<file path="src/rtl/nbit_serial_sub_pkg.sv">
// Shared constants for the bit-serial subtractor: default width and FSM state encoding.
package nbit_serial_sub_pkg;

  localparam int DEFAULT_SIZE = 4;

  typedef enum logic [1:0] {
    ST_IDLE = 2'd0,
    ST_RUN  = 2'd1,
    ST_DONE = 2'd2
  } state_e;

endpackage

</file>
<file path="src/rtl/nbit_serial_sub_fs.sv">
// Single-bit full subtractor: d = a - b - bi, bo = borrow out.
module nbit_serial_sub_fs (
  input  logic a_i,
  input  logic b_i,
  input  logic bi_i,
  output logic d_o,
  output logic bo_o
);

  assign d_o  = a_i ^ b_i ^ bi_i;
  assign bo_o = (~a_i & b_i) | (~a_i & bi_i) | (b_i & bi_i);

endmodule

</file>
<file path="src/rtl/nbit_serial_sub.sv">
// Bit-serial subtractor: processes one bit per cycle through a single full subtractor.
// state | meaning
// IDLE  | ready, waiting for start; result registers hold the last answer
// RUN   | one bit per cycle, LSB first
// DONE  | one-cycle result-valid pulse
module nbit_serial_sub
  import nbit_serial_sub_pkg::*;
#(
  parameter int SIZE = DEFAULT_SIZE
) (
  input  logic            clk,
  input  logic            rst_n,
  input  logic            start,
  input  logic [SIZE-1:0] a,
  input  logic [SIZE-1:0] b,
  input  logic            bi,
  output logic            ready,
  output logic            busy,
  output logic            done,
  output logic [SIZE-1:0] d,
  output logic [SIZE:0]   bo
);

  localparam int IW = $clog2(SIZE);
  localparam logic [IW-1:0] LAST_IDX = IW'(SIZE - 1);

  state_e            state_q, state_d;
  logic [SIZE-1:0]   a_q, a_d;
  logic [SIZE-1:0]   b_q, b_d;
  logic [SIZE-1:0]   diff_q, diff_d;
  logic [SIZE:0]     borrow_q, borrow_d;
  logic [IW-1:0]     idx_q, idx_d;

  logic [SIZE-1:0]   borrow_in_vec;
  logic              fs_d, fs_bo;

  // Borrow into bit k lives at borrow_q[k]; the low slice keeps the index width exact.
  assign borrow_in_vec = borrow_q[SIZE-1:0];

  nbit_serial_sub_fs fs (
    .a_i  (a_q[idx_q]),
    .b_i  (b_q[idx_q]),
    .bi_i (borrow_in_vec[idx_q]),
    .d_o  (fs_d),
    .bo_o (fs_bo)
  );

  always_ff @(posedge clk or negedge rst_n) begin
    if (!rst_n) begin
      state_q  <= ST_IDLE;
      a_q      <= '0;
      b_q      <= '0;
      diff_q   <= '0;
      borrow_q <= '0;
      idx_q    <= '0;
    end else begin
      state_q  <= state_d;
      a_q      <= a_d;
      b_q      <= b_d;
      diff_q   <= diff_d;
      borrow_q <= borrow_d;
      idx_q    <= idx_d;
    end
  end

  always_comb begin
    state_d = state_q;
    case (state_q)
      ST_IDLE: if (start) state_d = ST_RUN;
      ST_RUN:  if (idx_q == LAST_IDX) state_d = ST_DONE;
      ST_DONE: state_d = ST_IDLE;
      default: state_d = ST_IDLE;
    endcase
  end

  always_comb begin
    a_d      = a_q;
    b_d      = b_q;
    diff_d   = diff_q;
    borrow_d = borrow_q;
    idx_d    = idx_q;
    case (state_q)
      ST_IDLE: begin
        if (start) begin
          a_d      = a;
          b_d      = b;
          diff_d   = '0;
          borrow_d = {{SIZE{1'b0}}, bi};
          idx_d    = '0;
        end
      end
      ST_RUN: begin
        for (int k = 0; k < SIZE; k++) begin
          if (idx_q == IW'(k)) begin
            diff_d[k]     = fs_d;
            borrow_d[k+1] = fs_bo;
          end
        end
        // Index parks on the last bit rather than wrapping.
        if (idx_q != LAST_IDX) idx_d = idx_q + 1'b1;
      end
      default: ;
    endcase
  end

  always_comb begin
    ready = (state_q == ST_IDLE);
    busy  = (state_q == ST_RUN);
    done  = (state_q == ST_DONE);
  end

  assign d  = diff_q;
  assign bo = borrow_q;

endmodule

</file>
<file path="config.mk">
export PLATFORM = sky130hd
export DESIGN_NAME = nbit_serial_sub
export DESIGN_NICKNAME = d
export VERILOG_FILES = /design/src/rtl/nbit_serial_sub_pkg.sv /design/src/rtl/nbit_serial_sub_fs.sv /design/src/rtl/nbit_serial_sub.sv
export SDC_FILE = /design/constraint.sdc
export NUM_CORES = 1
export LEC_CHECK = 0
export CORE_AREA = 2 2 62 64
export CTS_CLUSTER_SIZE = 14
export DETAILED_ROUTE_END_ITERATION = 16
export DIE_AREA = 0 0 64 66
export GPL_TIMING_DRIVEN = 1
export SLEW_MARGIN = 20
export SYNTH_ARGS = -nofsm -noshare
export SYNTH_HDL_FRONTEND = slang
export SYNTH_SLANG_ARGS = --single-unit
</file>
<file path="constraint.sdc">
create_clock -name clk -period 2.9 [get_ports clk]
set_clock_uncertainty 0.15 [all_clocks]
set_input_delay 0.725 -clock clk [delete_from_list [all_inputs] [get_ports clk]]
set_output_delay 0.725 -clock clk [all_outputs]
set_load 0.01 [all_outputs]
</file>
# Yosys cells after proc, flatten, opt, wreduce, memory -nomap -nowiden
# Index checks and enable logic that the tools add are counted.
word_totals:
  register_bits: 21
  latch_bits: 0
  mem_bits_rw: 0
  romBits: 0
  inputBits: 12
  output_inout_bits: 12
  word_cells: 69
  n_memories: 0
classes:
  add_sub_neg: 1
  multipliers: 0
  div: 0
  n_lt_le_gt_ge: 1
  eq_ne: 12
  shifts: 0
  n_mux: 24
  n_bitwise: 8
  n_reduce_logical: 10
ops:
  columns: ["op", "count"]
  rows:
  - ["one-hot mux 4 bit (2 select lines)", 2]
  - ["AND reduction 3 bit", 5]
  - ["two-way mux 1 bit", 11]
  - ["inequality test 2 x 1 -> 1 bit, second input constant", 5]
  - ["two-way mux 2 bit", 4]
  - ["one-hot mux 2 bit (2 select lines)", 2]
  - ["binary-select mux 1 bit (select 2 bit)", 3]
  - ["== test 2 bit, second input constant", 3]
  - ["two-way mux 5 bit", 1]
  - ["== test 2 x 1 -> 1 bit, second input constant", 2]
  - ["zero test 2 bit", 2]
  - ["two-way mux 4 bit", 1]
  - ["inequality test 2 bit, second input constant", 2]
  - ["AND reduction 2 bit", 2]
  - ["bitwise AND 1 bit", 3]
  - ["< comparator 2 x 3 -> 1 bit, second input constant", 1]
  - ["adder 2 x 1 -> 2 bit, second input constant", 1]
  - ["bitwise OR 1 bit", 2]
  - ["nonzero test 2 bit", 1]
  - ["XOR 1 bit", 2]
  - ["inverter 1 bit", 1]

# Longest topological paths before layout
# Gate-level depths: netlist of the first run.
depth:
  ltp_word: 8
  ltp_mapped: 6

# Hierarchy
# From an unflattened synthesis of the first run, not the netlist that was laid out.
unflattened:
  hier_cells: 94
  area_unflattened_um2: 1118.6
by_module_without_submodules:
  columns: ["mod", "instances", "cells_each", "area_per_inst_um2", "seq_area_each_um2"]
  rows:
  - ["nbit_serial_sub", 1, 91, 1091.0, 525.5]
  - ["nbit_serial_sub_fs", 1, 3, 27.5, 0.0]

# Worst setup path after synthesis of the first run
# OpenSTA, ideal clock, no wires.
synth_path:
  path_type: "reg2reg"
  from: "register idx_q[0]"
  to: "register diff_q[0], in the netlist d[0]"
  setup_ns: 0.090
  arrival_ns: 1.955
  t_required_ns: 2.660
  setup_slack_ns: 0.705
  stages_incl_launch_ff: 6
  n_path_buf: 1
  path_cell_list: "dfrtp_1 > buf_6 > mux4_1 > fa_1 > or2_2 > o221ai_1"
synth_via:
  elab_chain_cells: 6
  elab_cells_between_ends: 13
  cone_classes: "eq/ne: 1; mux: 8; bitwise: 2; reduce/logical: 2"
synth_lines:
  columns: ["element", "line", "rtl"]
  rows:
  - ["from (decl)", "nbit_serial_sub.sv:32", "logic [IW-1:0] idx_q, idx_d;"]
  - ["from (signal assigned)", "nbit_serial_sub.sv:62", "idx_q <= idx_d;"]
  - ["binary-select mux 1 bit (select 2 bit) (on tied branches)", "nbit_serial_sub.sv:41, nbit_serial_sub.sv:42", null]
  - ["two-way mux 1 bit (on tied branches)", "nbit_serial_sub.sv:41, nbit_serial_sub.sv:42", null]
  - ["XOR 1 bit (2 in a row)", "nbit_serial_sub_fs.sv:10", "assign d_o = a_i ^ b_i ^ bi_i;"]
  - ["two-way mux 1 bit", "nbit_serial_sub.sv:94", "if (idx_q == IW'(k)) begin"]
  - ["one-hot mux 4 bit (2 select lines)", "nbit_serial_sub.sv:82", "case (state_q)"]
  - ["to (signal assigned)", "nbit_serial_sub.sv:60", "diff_q <= diff_d;"]
  - ["to (decl)", "nbit_serial_sub.sv:30", "logic [SIZE-1:0] diff_q, diff_d;"]
# Parallel ways exist; a longest one is shown, timed or not. The select of a mux whose other input is x is not followed.
# A chain may end at the register's enable or synchronous reset.

# Worst setup path in the final report of the first run
layout_path:
  from: "register state_q[0]"
  to: "output port busy"
layout_via:
  elab_chain_cells: 1
layout_lines:
  columns: ["element", "line", "rtl"]
  rows:
  - ["from (decl)", "nbit_serial_sub.sv:27", "state_e state_q, state_d;"]
  - ["from (signal assigned)", "nbit_serial_sub.sv:57", "state_q <= state_d;"]
  - ["== test 2 x 1 -> 1 bit", "nbit_serial_sub.sv:108", "busy = (state_q == ST_RUN);"]
  - ["to (decl)", "nbit_serial_sub.sv:18", "output logic busy,"]
# No other way between the ends.

==> results.py, run 1 <==
metrics = {
    "run_status": {
        "run_status": "completed",
    },
    "clock_network": {
        "htree_num_levels": 1,
        "cts_root_buf": "sky130_fd_sc_hd__clkbuf_4",
        "worstSkewPairLatency_ps": 300,
        "holdBufCountCts": 0,
        "numCtsBuffers": 3,
        "post_cts_resize_count": 0,
        "cts.sinks": 21,
        "cts_post_setup_buffers_inserted": 0,
        "cts_buffer_depth": 2,
        "clk_pin_slew_worst_paths_ps": 120,
        "cts_tree": "built",
    },
    "drt": {
        "drc": 0,
        "routed_wire_length_per_instance_um": 12.4,
        "route.final.wire_length_mm": 2.03,
        "vias": 774,
        "avgViaCountPerCell": 4.72,
        "detailedRoute.firstIterationViolations": 35,
        "drtPass1Iterations": 4,
        "drt.antenna.violating_nets": 0,
    },
    "logic_synthesis": {
        "yosys_warns": 0,
        "ys_async_sr_fraction_pct": 100,
        "synth_ff_type": "sky130_fd_sc_hd__dfrtp_1",
        "synthDominantAreaCellType": "sky130_fd_sc_hd__dfrtp_1",
        "post_synth_inst_count": 92,
        "post_synth.cell_area_avg_um2": 12.5,
        "count_of_cell_types_in_the_netlist": 26,
        "sequential_fraction_of_the_synthesis_area_pct": 45.8,
        "synthTopCellsByCount": "sky130_fd_sc_hd__dfrtp_1, sky130_fd_sc_hd__inv_1, sky130_fd_sc_hd__o221ai_1",
        "ys_seq_elements": 21,
        "yosysMostFrequentCell": "sky130_fd_sc_hd__dfrtp_1",
        "synth_top_area_share_pct": 45.8,
        "synth_nets": 109,
        "synth_area_leaders": "sky130_fd_sc_hd__dfrtp_1, sky130_fd_sc_hd__mux2_2, sky130_fd_sc_hd__o221ai_1, sky130_fd_sc_hd__nand3b_1, sky130_fd_sc_hd__mux4_1",
        "synth_enable_flop_cells": 0,
        "synth.cell_area_um2": 1150,
    },
    "floorplanning": {
        "rows": 22,
        "die_area_um2": 4220,
        "coreArea_um2": 3550,
        "fp.dieH_um": 66,
        "pin_count": 24,
        "start_util_pct": 32.3,
        "horizontal_die_dimension_um": 64,
    },
    "timing": {
        "hold_violations": 0,
        "hold_slack_final_ps": 348,
        "setup_viol": 0,
        "finalWorstPathRequiredPeriod_ps": 2490,
        "fmax_mhz": 402,
        "period_share_pct": 85.8,
        "grt_setup_unrepaired": "no",
        "tightest_slew_ps": 326,
        "fin_tns_setup_ps": 0,
        "timing.slew.headroom_pct": 78.2,
        "slew_violations": 0,
        "post-route-worst-setup-slack_ps": 413,
    },
    "worst_setup_path": {
        "rr_worst_depth": 4,
        "regToRegEndpoint": "d[2]",
        "reg2reg_from": "idx_q[0]",
        "worst-path-max-fanout": 11,
        "timing.reg2reg.setup_slack_ps": 520,
        "critPathCaptureType": "output pin",
        "cp_data_required_time_ps": 2030,
        "worst-setup-path-type": "reg -> out",
        "crit_start": "state_q[0]",
        "cp-endpoint": "busy",
        "arrival_ps": 1610,
        "setup.worst_path.start_class": "flip-flop",
    },
    "hold_path": {
        "hold_path_class": "reg -> reg",
    },
    "power_and_ir_drop": {
        "ir_drop_mv": 0.250,
        "static-leakage-power_nw": 0.584,
        "power_density_nw_per_um2": 1010,
        "finalPower_mw": 1.45,
        "cellInternalPower_mw": 0.898,
        "power.combinational.fraction_pct": 53.0,
        "share_clk_of_total_power_pct": 9.8,
        "switching_pwr_mw": 0.549,
        "netSwitchingFraction_pct": 37.9,
        "seqPwrFrac_pct": 37.2,
    },
    "global_routing": {
        "antenna_found_initial": 0,
        "grt_pass1_vias": 798,
        "groute.usage.overall_pct": 11.0,
        "grt-ovfl-total": 0,
        "grt_first_pass_wirelength_mm": 3.59,
        "grt_max_degree": 22,
    },
    "placed_design": {
        "place.port_buffers": 23,
        "post-dp-hpwl_mm": 1.60,
        "gp_congestion": 0.819,
        "dp_cells": 160,
        "placed_cell_area_um2": 1400,
        "worst_case_setup_slack_after_placement_ps": 508,
    },
    "layout": {
        "non_filler_instance_count_after_layout": 164,
        "area.growth.synth_to_final_pct": 24.4,
        "final_layout_size_suffix_gt1_share_pct": 17.2,
        "final_core_utilization_pct": 40.2,
        "final_nets": 134,
        "fin_area_um2": 1430,
        "diodes": 0,
    },
    "job": {
        "drv_cap": 0,
    },
}
-- cells by family (layout without fill, tap and decap cells) --
group | Yosys count | in the layout | synth area share [%]
AO/OA/AOI/OAI | 12 | 12 | 9.27
adder cells (fa/ha/maj) | 5 | 5 | 6.11
buffers and inverters | 17 | 41 | 9.05
flip-flops | 21 | 21 | 45.8
multiplexers | 12 | 12 | 15.4
AND/OR/NAND/NOR | 25 | 25 | 14.4
-- critical path: stages, from the launching register on --
cell and delay, ps:
sky130_fd_sc_hd__dfrtp_1 550, sky130_fd_sc_hd__nor2b_1 210, sky130_fd_sc_hd__clkdlybuf4s50_1 550
-- layout by cell type (no fill, tap or decap) --
cell and instances:
sky130_fd_sc_hd__a21oi_1 1, sky130_fd_sc_hd__and2_1 1, sky130_fd_sc_hd__buf_4 3, sky130_fd_sc_hd__clkbuf_4 3
sky130_fd_sc_hd__clkdlybuf4s50_1 23, sky130_fd_sc_hd__clkinvlp_4 1, sky130_fd_sc_hd__dfrtp_1 21, sky130_fd_sc_hd__fa_1 1
sky130_fd_sc_hd__ha_1 4, sky130_fd_sc_hd__inv_1 11, sky130_fd_sc_hd__mux2_1 2, sky130_fd_sc_hd__mux2_2 7
sky130_fd_sc_hd__mux4_1 2, sky130_fd_sc_hd__mux4_2 1, sky130_fd_sc_hd__nand2_1 4, sky130_fd_sc_hd__nand2b_1 4
sky130_fd_sc_hd__nand3_1 2, sky130_fd_sc_hd__nand3b_1 8, sky130_fd_sc_hd__nor2_1 1, sky130_fd_sc_hd__nor2b_1 2
sky130_fd_sc_hd__nor3b_2 1, sky130_fd_sc_hd__o211ai_2 1, sky130_fd_sc_hd__o21ba_2 1, sky130_fd_sc_hd__o221ai_1 9
sky130_fd_sc_hd__or2_2 1, sky130_fd_sc_hd__or4b_4 1
-- final cells by class --
cell class,instances,area [um2]
Sequential cell,21,526
Timing Repair Buffer,26,253
Multi-Input combinational cell,54,518
Inverter,11,41.3
Tap cell,48,60.1
Fill cell,347,2120
Clock buffer,3,22.5
Clock inverter,1,7.51
-- state kept, by name (all words and copies together) (netlist names) --
| register | cells |
|---|---|
| d | 4 |
| idx_q | 2 |
| a_q | 4 |
| b_q | 4 |
| bo | 5 |
| state_q | 2 |
-- power groups by stage --
stage	clock network [mW]	registers (mW)	logic (mW)
floorplan	0	0.509	0.592
global placement	0	0.548	0.755
detailed placement	0	0.550	0.781
CTS	0.153	0.544	0.782
global route	0.162	0.566	0.858
finish	0.142	0.538	0.767
-- worst min-delay path by stage --
stage | depth (start not counted) | slack, ps | start | endpoint
after floorplan | 0 | 280 | rst_n | a_q[0]
after global placement | 1 | 320 | b_q[1] | b_q[1]
after detailed placement | 1 | 330 | b_q[1] | b_q[1]
after CTS | 1 | 360 | b_q[1] | b_q[1]
after global routing | 1 | 370 | b_q[1] | b_q[1]
final | 1 | 350 | b_q[1] | b_q[1]
-- layer usage --
| metal | routed length [um] | global-route usage, % | vias up |
|---|---|---|---|
| met5 | 0 | 0 | - |
| met2 | 1010 | 17.8 | 12 |
| met3 | 50 | 1.02 | 2 |
| met1 | 943 | 14.2 | 383 |
| met4 | 27 | 6.52 | 0 |
| li1 | - | - | 377 |
No activity file was read; power rests on OpenSTA's default activity.
==> run 2: changes to the inputs <==
--- a/config.mk
+++ b/config.mk
@@ -5,11 +5,12 @@
 export SDC_FILE = /design/constraint.sdc
 export NUM_CORES = 1
 export LEC_CHECK = 0
-export CORE_AREA = 2 2 62 64
+export CORE_AREA = 2 2 61 63
 export CTS_CLUSTER_SIZE = 14
 export DETAILED_ROUTE_END_ITERATION = 16
-export DIE_AREA = 0 0 64 66
+export DIE_AREA = 0 0 63 65
 export GPL_TIMING_DRIVEN = 1
+export PLACE_DENSITY_LB_ADDON = 0.1
 export SLEW_MARGIN = 20
 export SYNTH_ARGS = -nofsm -noshare
 export SYNTH_HDL_FRONTEND = slang
==> run 2 against run 1 <==
Power rose by 0.67%. Clock power barely moved. Fmax fell by 0.97%. Via count rose by 0.65%. First-iteration DRC count rose by 5.7%. Worst setup slack got worse by 24 ps. Final cell count did not move. Flip-flop and latch count did not move. Count of clock-buffer cells in the layout rose by 1. Critical path depth did not move. Register-to-register slack improved by 40 ps. Critical path type unchanged. Critical endpoint unchanged.
==> results.py, run 2 (same netlist as run 1, synthesis figures left out) <==
metrics = {
    "worst_setup_path": {
        "critical-path-slowest-cell": "sky130_fd_sc_hd__dfrtp_1",
        "worst-path-max-fanout": 11,
        "cp_num_buf_inv": 1,
        "arrival_ps": 1640,
        "crit_path_cell_trace": "nor2b_1 > clkdlybuf4s50_1",
        "critical_path.top_delay_family": "flip-flops",
        "setup.worst_path.start_class": "flip-flop",
        "cp_data_required_time_ps": 2030,
        "critPathCaptureType": "output pin",
        "cp_slowest_stage_delay_ps": 560,
        "worst-setup-path-type": "reg -> out",
    },
    "placed_design": {
        "place.port_buffers": 23,
        "worst_case_setup_slack_after_placement_ps": 551,
        "post-dp-hpwl_mm": 1.68,
        "dp_cells": 160,
        "gp_congestion": 0.735,
    },
    "layout": {
        "final_cell_mix": "sky130_fd_sc_hd__clkdlybuf4s50_1, sky130_fd_sc_hd__dfrtp_1, sky130_fd_sc_hd__inv_1",
        "fillcell_total": 340,
        "diodes": 0,
        "area.growth.synth_to_final_pct": 24.1,
        "largest_register_ffs": 5,
        "final_layout_size_suffix_gt1_share_pct": 16.4,
        "non_filler_instance_count_after_layout": 164,
        "layout.cells.most_common": "sky130_fd_sc_hd__clkdlybuf4s50_1",
        "final_core_utilization_pct": 40.7,
        "final_nets": 134,
    },
    "floorplanning": {
        "horizontal_die_dimension_um": 63,
        "fp.dieH_um": 65,
        "die_area_um2": 4100,
        "coreArea_um2": 3500,
        "pin_count": 24,
        "rows": 22,
        "start_util_pct": 32.8,
    },
    "clock_network": {
        "htree_num_levels": 1,
        "cts_tree": "built",
        "cts_root_buf": "sky130_fd_sc_hd__clkbuf_4",
        "holdBufCountCts": 0,
        "cts.sinks": 21,
        "cts_post_setup_buffers_inserted": 0,
        "post_cts_resize_count": 0,
        "clk_pin_slew_worst_paths_ps": 110,
        "numCtsBuffers": 3,
        "cts_buffer_depth": 2,
        "worstSkewPairLatency_ps": 300,
    },
    "timing": {
        "grt_setup_unrepaired": "no",
        "hold_slack_final_ps": 363,
        "period_share_pct": 86.6,
        "finalWorstPathRequiredPeriod_ps": 2510,
        "tightest_slew_ps": 340,
        "fin_tns_setup_ps": 0,
        "hold_violations": 0,
        "slew_violations": 0,
        "setup_viol": 0,
        "timing.slew.headroom_pct": 77.4,
        "fmax_mhz": 398,
        "post-route-worst-setup-slack_ps": 388,
    },
    "power_and_ir_drop": {
        "switching_pwr_mw": 0.564,
        "cellInternalPower_mw": 0.893,
        "netSwitchingFraction_pct": 38.7,
        "seqPwrFrac_pct": 37.7,
        "share_clk_of_total_power_pct": 9.8,
        "power_density_nw_per_um2": 1020,
        "static-leakage-power_nw": 0.585,
        "power.combinational.fraction_pct": 52.5,
        "ir_drop_mv": 0.362,
    },
    "drt": {
        "detailedRoute.firstIterationViolations": 37,
        "route.final.wire_length_mm": 2.25,
        "avgViaCountPerCell": 4.75,
        "vias": 779,
        "drc": 0,
        "drt.antenna.violating_nets": 0,
        "routed_wire_length_per_instance_um": 13.7,
        "drtPass1Iterations": 4,
    },
    "job": {
        "drv_cap": 0,
    },
    "global_routing": {
        "groute.usage.overall_pct": 11.8,
        "grt-ovfl-total": 0,
        "antenna_found_initial": 0,
        "grt_pass1_vias": 755,
        "grt_max_degree": 22,
        "grt_first_pass_wirelength_mm": 3.68,
    },
    "run_status": {
        "run_status": "completed",
    },
    "hold_path": {
        "hold_path_class": "reg -> reg",
    },
}
-- run 2: metrics by stage --
step / cell area (um2) / power, mW
final: 1420 / 1.46
after global routing: 1420 / 1.58
after CTS: 1420 / 1.48
after detailed placement: 1400 / 1.33
after global placement: 1400 / 1.32
after floorplan: 1150 / 1.10
-- run 2: final timing paths --
check | start | endpoint | slack (ps) | cells past startpoint
setup / recovery | state_q[0] | busy | 390 | 2
max in group asynchronous | rst_n | state_q[0] | 1780 | 2
hold reg to reg | b_q[1] | b_q[1] | 360 | 1
setup reg to reg | idx_q[0] | d[0] | 560 | 4
min in group asynchronous | rst_n | d[0] | 600 | 2
hold / removal | b_q[1] | b_q[1] | 360 | 1
-- run 2: metal layers --
metal | global-route usage, % | share of wire [%] | vias up
met5 | 0 | 0 | -
met4 | 5.56 | 1.6 | 0
met3 | 2.95 | 3.9 | 4
met2 | 19.8 | 50 | 15
met1 | 14.2 | 45 | 384
li1 | - | - | 376
-- run 2: cell type report --
cell class | count | area (um2) | area share [%]
sequential | 21 | 526 | 36.9
multi-input combinational | 54 | 518 | 36.4
timing repair buffer | 26 | 253 | 17.8
tap | 48 | 60.1 | 4.22
inverter | 11 | 41.3 | 2.90
clock buffer | 4 | 26.3 | 1.85
-- run 2: power by group through the flow --
stage	Clock [mW]	Combinational, mW	Sequential [mW]
after detailed placement	0	0.772	0.560
after CTS	0.152	0.776	0.552
after global placement	0	0.767	0.549
final	0.143	0.765	0.549
after floorplan	0	0.592	0.509
after global routing	0.160	0.843	0.574
